## config.mk

```make
export PLATFORM = sky130hd
export DESIGN_NAME = fir_decim_ctrl_flat
export DESIGN_NICKNAME = d
export VERILOG_FILES = /design/src/rtl/fir_ctrl_pkg.sv /design/src/rtl/fir_decim_ctrl_if.sv /design/src/rtl/fir_decim_outreg.sv /design/src/rtl/fir_decim_ctrl.sv /design/src/flat_wrapper.sv
export SDC_FILE = /design/constraint.sdc
export NUM_CORES = 1
export LEC_CHECK = 0
export CAP_MARGIN = 5
export CORE_MARGIN = 2
export CORE_UTILIZATION = 40
export CTS_BUF_LIST = sky130_fd_sc_hd__clkbuf_4 sky130_fd_sc_hd__clkbuf_8
export CTS_CLUSTER_SIZE = 20
export DETAILED_ROUTE_END_ITERATION = 12
export GPL_ROUTABILITY_DRIVEN = 0
export PLACE_DENSITY = 0.75
export SYNTH_ARGS = -nofsm -noshare
export SYNTH_HDL_FRONTEND = slang
export SYNTH_HIERARCHICAL = 1
export SYNTH_SLANG_ARGS = --single-unit
export TNS_END_PERCENT = 10
```

## constraint.sdc

```tcl
create_clock -name clk -period 2.7 [get_ports clk]
set_input_delay 0.405 -clock clk [delete_from_list [all_inputs] [get_ports clk]]
set_output_delay 0.405 -clock clk [all_outputs]
set_load 0.01 [all_outputs]
```

## src/rtl/fir_ctrl_pkg.sv

```systemverilog
// Shared types and constants for the FIR decimation controller.
package fir_ctrl_pkg;

    localparam int unsigned FIR_TAPS       = 17;
    localparam int unsigned FIR_PIPE       = 1;
    localparam int unsigned WARMUP_DEFAULT = FIR_TAPS + FIR_PIPE;

    typedef enum logic [1:0] {
        StIdle = 2'd0,
        StFill = 2'd1,
        StRun  = 2'd2
    } state_e;

    // Counter width for values 0..n-1, never below one bit.
    function automatic int unsigned cnt_width(input int unsigned n);
        return (n > 1) ? $clog2(n) : 1;
    endfunction

endpackage

```

## src/rtl/fir_decim_ctrl_if.sv

```systemverilog
// Sample-in and result-out valid/ready streams of the FIR decimation controller.
interface fir_decim_ctrl_if #(
    parameter int unsigned WIDTH = 16
);
    logic             sample_valid_i;
    logic [WIDTH-1:0] sample_i;
    logic             sample_ready_o;
    logic             out_valid_o;
    logic [WIDTH-1:0] out_data_o;
    logic             out_ready_i;

    // Controller side
    modport slave (
        input  sample_valid_i, sample_i, out_ready_i,
        output sample_ready_o, out_valid_o, out_data_o
    );

    // Producer/consumer side
    modport master (
        output sample_valid_i, sample_i, out_ready_i,
        input  sample_ready_o, out_valid_o, out_data_o
    );
endinterface

```

## src/rtl/fir_decim_outreg.sv

```systemverilog
// Single-entry valid/ready result register; a result arriving while the held one is
// stalled is dropped and flagged in a sticky overflow bit.
module fir_decim_outreg #(
    parameter int unsigned WIDTH = 16
) (
    input  logic             clk,
    input  logic             rst,
    input  logic             emit_i,
    input  logic [WIDTH-1:0] data_i,
    input  logic             clr_ovf_i,
    input  logic             out_ready_i,
    output logic             out_valid_o,
    output logic [WIDTH-1:0] out_data_o,
    output logic             overflow_o,
    output logic             drop_o
);

    logic             valid_q, valid_d;
    logic [WIDTH-1:0] data_q, data_d;
    logic             ovf_q, ovf_d;

    // Load, hold, drop or release the held result
    always_comb begin
        valid_d = valid_q;
        data_d  = data_q;
        ovf_d   = ovf_q;
        drop_o  = 1'b0;
        if (emit_i) begin
            if (!valid_q || out_ready_i) begin
                valid_d = 1'b1;
                data_d  = data_i;
            end else begin
                drop_o = 1'b1;
                ovf_d  = 1'b1;
            end
        end else if (valid_q && out_ready_i) begin
            valid_d = 1'b0;
        end
        if (clr_ovf_i) begin
            ovf_d = 1'b0;
        end
    end

    // Holding register state
    always_ff @(posedge clk or negedge rst) begin
        if (!rst) begin
            valid_q <= 1'b0;
            data_q  <= '0;
            ovf_q   <= 1'b0;
        end else begin
            valid_q <= valid_d;
            data_q  <= data_d;
            ovf_q   <= ovf_d;
        end
    end

    assign out_valid_o = valid_q;
    assign out_data_o  = data_q;
    assign overflow_o  = ovf_q;

endmodule

```

## src/rtl/fir_decim_ctrl.sv

```systemverilog
// Sequencing controller for the 17-tap FM-demod FIR: strobes the FIR once per accepted
// sample, discards the warm-up transient and decimates the filtered stream by DECIM.
// Optional statistics counters: define FIR_DECIM_CTRL_STATS_EN.
module fir_decim_ctrl
    import fir_ctrl_pkg::*;
#(
    parameter int unsigned WIDTH  = 16,
    parameter int unsigned DECIM  = 4,
    parameter int unsigned WARMUP = WARMUP_DEFAULT
) (
    input  logic             clk,
    input  logic             rst,
    input  logic             enable_i,
    fir_decim_ctrl_if.slave  io,
    output logic [WIDTH-1:0] fir_data_o,
    output logic             fir_start_o,
    output logic             fir_merge_o,
    input  logic [WIDTH-1:0] fir_result_i,
    output logic             overflow_o
`ifdef FIR_DECIM_CTRL_STATS_EN
    ,
    output logic [31:0]      in_count_o,
    output logic [15:0]      drop_count_o
`endif
);

    localparam int unsigned       FillW     = cnt_width(WARMUP + 1);
    localparam int unsigned       PhaseW    = cnt_width(DECIM);
    localparam logic [FillW-1:0]  FillLast  = FillW'(WARMUP - 1);
    localparam logic [PhaseW-1:0] PhaseLast = PhaseW'(DECIM - 1);

    state_e              state_q, state_d;
    logic [FillW-1:0]    fill_cnt_q, fill_cnt_d;
    logic [PhaseW-1:0]   phase_q, phase_d;
    logic [WIDTH-1:0]    data_q;
    logic                strobe_q, strobe_dly_q;
    logic                sample_ready;
    logic                accept, capture, emit, drop;
    logic                out_valid;
    logic [WIDTH-1:0]    out_data;

    assign accept  = io.sample_valid_i & sample_ready;
    // FIR result is registered, so it is valid the cycle after the strobe
    assign capture = strobe_dly_q;

    // State register
    always_ff @(posedge clk or negedge rst) begin
        if (!rst) begin
            state_q <= StIdle;
        end else begin
            state_q <= state_d;
        end
    end

    // Next-state logic; enable low always wins
    always_comb begin
        state_d = state_q;
        unique case (state_q)
            StIdle:  if (enable_i) state_d = StFill;
            StFill:  if (capture && (fill_cnt_q == FillLast)) state_d = StRun;
            StRun:   state_d = StRun;
            default: state_d = StIdle;
        endcase
        if (!enable_i) begin
            state_d = StIdle;
        end
    end

    // Output decode: the FIR cannot stall, so readiness ignores downstream
    always_comb begin
        sample_ready = (state_q == StFill) || (state_q == StRun);
    end

    // Warm-up and decimation counters; emit on phase zero in RUN
    always_comb begin
        fill_cnt_d = fill_cnt_q;
        phase_d    = phase_q;
        emit       = 1'b0;
        if (!enable_i || (state_q == StIdle)) begin
            fill_cnt_d = '0;
            phase_d    = '0;
        end else if (capture) begin
            if (state_q == StFill) begin
                fill_cnt_d = fill_cnt_q + 1'b1;
            end else begin
                emit    = (phase_q == '0);
                phase_d = (phase_q == PhaseLast) ? '0 : phase_q + 1'b1;
            end
        end
    end

    // FIR data/strobe pipeline and counter registers
    always_ff @(posedge clk or negedge rst) begin
        if (!rst) begin
            data_q       <= '0;
            strobe_q     <= 1'b0;
            strobe_dly_q <= 1'b0;
            fill_cnt_q   <= '0;
            phase_q      <= '0;
        end else begin
            if (accept && enable_i) begin
                data_q <= io.sample_i;
            end
            strobe_q     <= accept & enable_i;
            strobe_dly_q <= strobe_q & enable_i;
            fill_cnt_q   <= fill_cnt_d;
            phase_q      <= phase_d;
        end
    end

    fir_decim_outreg #(
        .WIDTH (WIDTH)
    ) u_outreg (
        .clk         (clk),
        .rst         (rst),
        .emit_i      (emit),
        .data_i      (fir_result_i),
        .clr_ovf_i   ((state_q != StIdle) && !enable_i),
        .out_ready_i (io.out_ready_i),
        .out_valid_o (out_valid),
        .out_data_o  (out_data),
        .overflow_o  (overflow_o),
        .drop_o      (drop)
    );

    assign io.sample_ready_o = sample_ready;
    assign io.out_valid_o    = out_valid;
    assign io.out_data_o     = out_data;
    assign fir_data_o        = data_q;
    assign fir_start_o       = strobe_q;
    assign fir_merge_o       = strobe_q;

`ifdef FIR_DECIM_CTRL_STATS_EN
    logic [31:0] in_count_q;
    logic [15:0] drop_count_q;

    // Wrapping statistics counters, cleared by reset only
    always_ff @(posedge clk or negedge rst) begin
        if (!rst) begin
            in_count_q   <= '0;
            drop_count_q <= '0;
        end else begin
            if (accept) in_count_q <= in_count_q + 32'd1;
            if (drop) drop_count_q <= drop_count_q + 16'd1;
        end
    end

    assign in_count_o   = in_count_q;
    assign drop_count_o = drop_count_q;
`else
    logic unused_drop;
    assign unused_drop = drop;
`endif

endmodule

```

## src/flat_wrapper.sv

```systemverilog
// flat-port wrapper written by rule: the top's interface ports become plain ports
module fir_decim_ctrl_flat import fir_ctrl_pkg::*;
#(
    parameter int unsigned WIDTH  = 16,
    parameter int unsigned DECIM  = 4,
    parameter int unsigned WARMUP = WARMUP_DEFAULT
)
  (clk, rst, enable_i, fir_data_o, fir_start_o, fir_merge_o, fir_result_i, overflow_o, io_sample_valid_i, io_sample_i, io_out_ready_i, io_sample_ready_o, io_out_valid_o, io_out_data_o);
  fir_decim_ctrl_if #(.WIDTH(WIDTH)) io_i ();
  input  logic clk;
  input  logic rst;
  input  logic enable_i;
  output logic [WIDTH-1:0] fir_data_o;
  output logic fir_start_o;
  output logic fir_merge_o;
  input  logic [WIDTH-1:0] fir_result_i;
  output logic overflow_o;
  input wire logic [$bits(io_i.sample_valid_i)-1:0] io_sample_valid_i;
  input wire logic [$bits(io_i.sample_i)-1:0] io_sample_i;
  input wire logic [$bits(io_i.out_ready_i)-1:0] io_out_ready_i;
  output wire logic [$bits(io_i.sample_ready_o)-1:0] io_sample_ready_o;
  output wire logic [$bits(io_i.out_valid_o)-1:0] io_out_valid_o;
  output wire logic [$bits(io_i.out_data_o)-1:0] io_out_data_o;
  assign io_i.sample_valid_i = io_sample_valid_i;
  assign io_i.sample_i = io_sample_i;
  assign io_i.out_ready_i = io_out_ready_i;
  assign io_sample_ready_o = io_i.sample_ready_o;
  assign io_out_valid_o = io_i.out_valid_o;
  assign io_out_data_o = io_i.out_data_o;
  fir_decim_ctrl #(.WIDTH(WIDTH), .DECIM(DECIM), .WARMUP(WARMUP)) u_core (.clk(clk), .rst(rst), .enable_i(enable_i), .io(io_i), .fir_data_o(fir_data_o), .fir_start_o(fir_start_o), .fir_merge_o(fir_merge_o), .fir_result_i(fir_result_i), .overflow_o(overflow_o));
endmodule
```

# Word level (Yosys, flattened, before mapping)
# Cells that the tools add are included.
# totals
elab_cells	62
ff_bits	45
output_inout_bits	37
# classes
muxes	19
reduce_logical	21
eq_ne	8
addsub	2
bitwise	3
# op_table
cell	count
$mux W5	3
$mux W2	6
$reduce_and A2 Y1	5
$reduce_bool A2 Y1	5
$mux W1	9
$ne A2 B2 Y1 const B	3
$pmux W2 S3	1
$add A5 B1 Y5 const B	1
$eq A5 B5 Y1 const B	1
$eq A2 B2 Y1 const B	2
$logic_and A1 B1 Y1	4
$logic_not A2 Y1	2
$and A1 B1 Y1	3
$logic_or A1 B1 Y1	3
$ne A3 B2 Y1 const B	1
$add A2 B1 Y2 const B	1
$eq A2 B1 Y1 const B	1
$logic_not A1 Y1	2

# Logic depth before layout (Yosys ltp)
# logic_depth
ltp_word	6
depth_mapped	8

# By module
# The synthesis kept the hierarchy.
# by_module_without_submodules
module	cells_per_inst	area_per_inst_um2	n_inst
fir_decim_ctrl	104	1308.8	1
fir_decim_outreg	41	734.5	1

# Worst setup path before layout
# Ideal clock, no wire load.
# synth_timing
path_type	reg-to-reg
startpoint	register u_core.state_q[0]
endpoint	register u_core.u_outreg.data_q[10] (netlist: u_core/u_outreg/out_data_o[10])
stages_incl_launch_ff	8
arrival_time_ps	1686
synth_period_minus_slack_ps	1811
setup_time_ps	125
path_slack_ps	889
path_cell_list	dfrtp_1 -> ha_1 -> and2b_1 -> nand2_1 -> nor2_1 -> nand2_4 -> buf_12 -> mux2_4
# synth_between
elab_chain_len	5
# synth_lines
item	line	text
start, declared	fir_decim_ctrl.sv:32	state_e state_q, state_d;
start signal, assigned	fir_decim_ctrl.sv:49	state_q <= StIdle;
start signal, assigned	fir_decim_ctrl.sv:51	state_q <= state_d;
$eq A2 B1 Y1	fir_decim_ctrl.sv:83	if (state_q == StFill) begin
$mux W1	fir_decim_ctrl.sv:83	
$mux W1	fir_decim_ctrl.sv:82	end else if (capture) begin
$mux W1 *	fir_decim_ctrl.sv:79	if (!enable_i || (state_q == StIdle)) begin
net u_core.emit	fir_decim_ctrl.sv:38	logic accept, capture, emit, drop;
$reduce_and A2 Y1 (no line) *	--	
end signal, assigned	fir_decim_outreg.sv:52	data_q <= data_d;
end, declared	fir_decim_outreg.sv:19	logic [WIDTH-1:0] data_q, data_d;
# The timed path passes the listed nets; every way through them passes the cells marked *.
# A chain may end at the register's enable or synchronous reset.

# Final worst setup path
# layout_timing
startpoint	register u_core.state_q[1]
endpoint	output io_sample_ready_o
# layout_between
elab_chain_len	2
# layout_lines
item	line	text
$eq A2 B1 Y1 or $eq A2 B2 Y1 (tied branches)	fir_decim_ctrl.sv:71	sample_ready = (state_q == StFill) || (state_q == StRun);
$logic_or A1 B1 Y1 *	fir_decim_ctrl.sv:71	
end, declared	flat_wrapper.sv:21	output wire logic [$bits(io_i.sample_ready_o)-1:0] io_sample_ready_o;
# Every way passes the cells marked *; elsewhere a longest branch is shown, timed or not.

==> impl_metrics.tcl <==
set metrics [dict create \
    skew_ns 0.00570 \
    drv_cap 0 \
    fmax_ghz 0.475 \
    synth_cell_types 32 \
    core_um2 5010 \
    synth-seq-cells 45 \
    path_clk_slew_ns 0.09 \
    die_x_um 75.5 \
    instances_no_fill 291 \
    nets 263 \
    synth_area_per_cell_um2 14.1 \
    die_area_um2 5700 \
    vdd_drop_max_mv 0.468 \
    synth_async_sr_flop_share_pct 100 \
    cts_resized 0 \
    cts_tree "yes" \
    critPathMaxStageDelay_ns 0.57 \
    h-tree-depth 2 \
    crit_required_ns 2.30 \
    globalRouteOverflowTotal 0 \
    seqCellArea_um2 1130 \
    period_share_pct 77.9 \
    power-per-cell-area_nw_per_um2 948 \
    timing.rr.end "u_core/u_outreg/out_data_o[12]" \
    clkSinkCount 45 \
    vias 1344 \
    viasPerCell 4.62 \
    yosysSeqAreaShare_pct 55.1 \
    cts_hold_buffers 0 \
    synth_flop_cell "dfrtp_1" \
    setup_tns_ns 0 \
    antenna_cells 0 \
    first_pass_iters 3 \
    grt_pass1_wl_mm 5.77 \
    grt_pass1_vias 1269 \
    rsz0062_at_grt "false" \
    wl_per_cell_um 12.8 \
    p_total_mw 2.75 \
    cts_root_buffer "clkbuf_8" \
    cp-start-kind "flip-flop" \
    synth_edf_count 0 \
    drcViolationCount 0 \
    io_buffers 73 \
    ios 74 \
    r2r_start "u_core/state_q[1]" \
    slew_viol_final 0 \
    wirelength_mm 3.72 \
    post-route-min-period_ns 2.10 \
    fp-row-count 26 \
    clk_latency_ns 0.29 \
    drt_iter0_markers 28 \
    grt_antenna_before_repair 0 \
    area_growth_pct 41.9 \
    fin_util_pct 57.9 \
    synth_cells 145 \
    nFillCells 426 \
    cts_buffers 5 \
    dp_hpwl_mm 2.65 \
    place_inst 283 \
    grt_start_max_net_pins 46 \
    post_cts_buffers 0 \
    crit_chain "inv_1, ha_1, clkdlybuf4s50_1" \
    finalSetupViolations 0 \
    syn_area_um2 2040 \
    worst_slew_pin_slew_ns 0.963 \
    crit_start "u_core/state_q[1]" \
    syn_nets 188 \
    slew_headroom_pct 35.8 \
    endpoint_kind "primary output" \
    ctsLongestPathBuffers 2 \
    multiInputGateArea_um2 827 \
    die_height_um 75.5 \
    crit_type "flip-flop to primary output" \
    antenna_left 0 \
    grt_usage_pct 13.5 \
    min_path_type "input pin to async pin" \
    cp_slowest_cell "clkdlybuf4s50_1" \
    worstPathMaxFanout 4 \
    arrival_ns 1.70 \
    hold_viol_final 0 \
    yosysWarningCount 6 \
    drive_gt1_share_pct 21.7 \
    status "finished clean" \
    worst-r2r-cell-count 8 \
    start_util_pct 40.8 \
    p_leak_nw 1.28 \
    endpoint "io_sample_ready_o" \
    rrSetupSlack_ns 0.68 \
]
## how the worst min path moves through the flow
stage                               startpoint                             to
after floorplan                            rst                 u_core/capture
after global placement    u_core/fir_data_o[5]           u_core/fir_data_o[5]
after detailed placement  u_core/fir_data_o[0]           u_core/fir_data_o[0]
after CTS                                  rst  u_core/u_outreg/out_data_o[7]
after global routing                       rst  u_core/u_outreg/out_data_o[4]
final                                      rst  u_core/u_outreg/out_data_o[7]
## state kept, by name, summed over array words and instances, names as in the netlist
name	count
u_core/phase_q	2
u_core/u_outreg/overflow_o	1
u_core/u_outreg/out_valid_o	1
u_core/fill_cnt_q	5
u_core/fir_data_o	16
u_core/capture	1
u_core/fir_merge_o	1
u_core/state_q	2
u_core/u_outreg/out_data_o	16
## cells by family after synthesis
group	after synthesis	share of synthesized area (%)
multiplexers	34	22.1
AND/OR/NAND/NOR	36	11.3
AO/OA/AOI/OAI	8	2.57
flip-flops	45	55.1
XOR/XNOR	2	0.857
adder cells (fa/ha/maj)	6	3.67
buffers and inverters	14	4.41
## metrics by stage
stage	area [um2]	hold WS, ns	worst slack (ns)
after detailed placement	2810	0.493	0.643
after floorplan	2040	0.109	0.889
after CTS	2900	0.291	0.588
final	2900	0.253	0.597
after global placement	2810	0.488	0.689
after global routing	2900	0.350	0.509
## critical path, delay by kind of cell, from the launching register on
family     cells  cell delay, ns
fa+ha+maj      1            0.38
buf+inv        2            0.64
flops          1            0.39
## power by group
group          switching, mW  leakage, nW  internal, mW
sequential             0.145        0.570         0.928
combinational          0.449        0.676         0.814
clock                  0.232       0.0364         0.181
total                  0.825         1.28          1.92
## cells in the mapped netlist, types with 3 or more instances
library cell	count	area share, %
dfrtp_1	45	55
mux2_4	19	14
mux2_2	13	7.2
nand2_1	9	1.7
nor2_1	8	1.5
inv_1	7	1.3
ha_1	6	3.7
a21oi_1	3	0.73
nand4_1	3	0.92
## layout by cell type, fill, tap and decap left out, drive strengths merged
cell type      instances
clkdlybuf4s50         72
mux2i                  2
a311oi                 1
nand4b                 2
mux2                  32
nor2                   8
inv                    7
buf                    3
or3                    2
o21ba                  1
xor2                   2
o21ai                  2
clkinvlp               3
nand3b                 1
o2111ai                1
and2b                  1
and4                   2
nor3b                  1
clkbuf                 5
and2                   1
nand2b                 2
ha                     6
dfrtp                 45
nand2                 10
a21oi                  3
nand3                  3
nand4                  3
## area by class of cell
class	instances	share of cell area (%)
sequential	45	38.8
multi-input combinational	86	28.5
timing repair buffer	75	25.6
tap	70	3.02
clock buffer	5	2.37
inverter	7	0.906
clock inverter	3	0.777
## layer usage
layer | global-route usage (%) | wire (um) | vias up
met4 | 5.26 | 46 | 0
met1 | 17.9 | 1630 | 647
met2 | 20.1 | 1730 | 46
li1 | - | - | 646
met3 | 5.03 | 318 | 5
met5 | 0 | 0 | -
No activity file was read; power rests on OpenSTA's default activity.
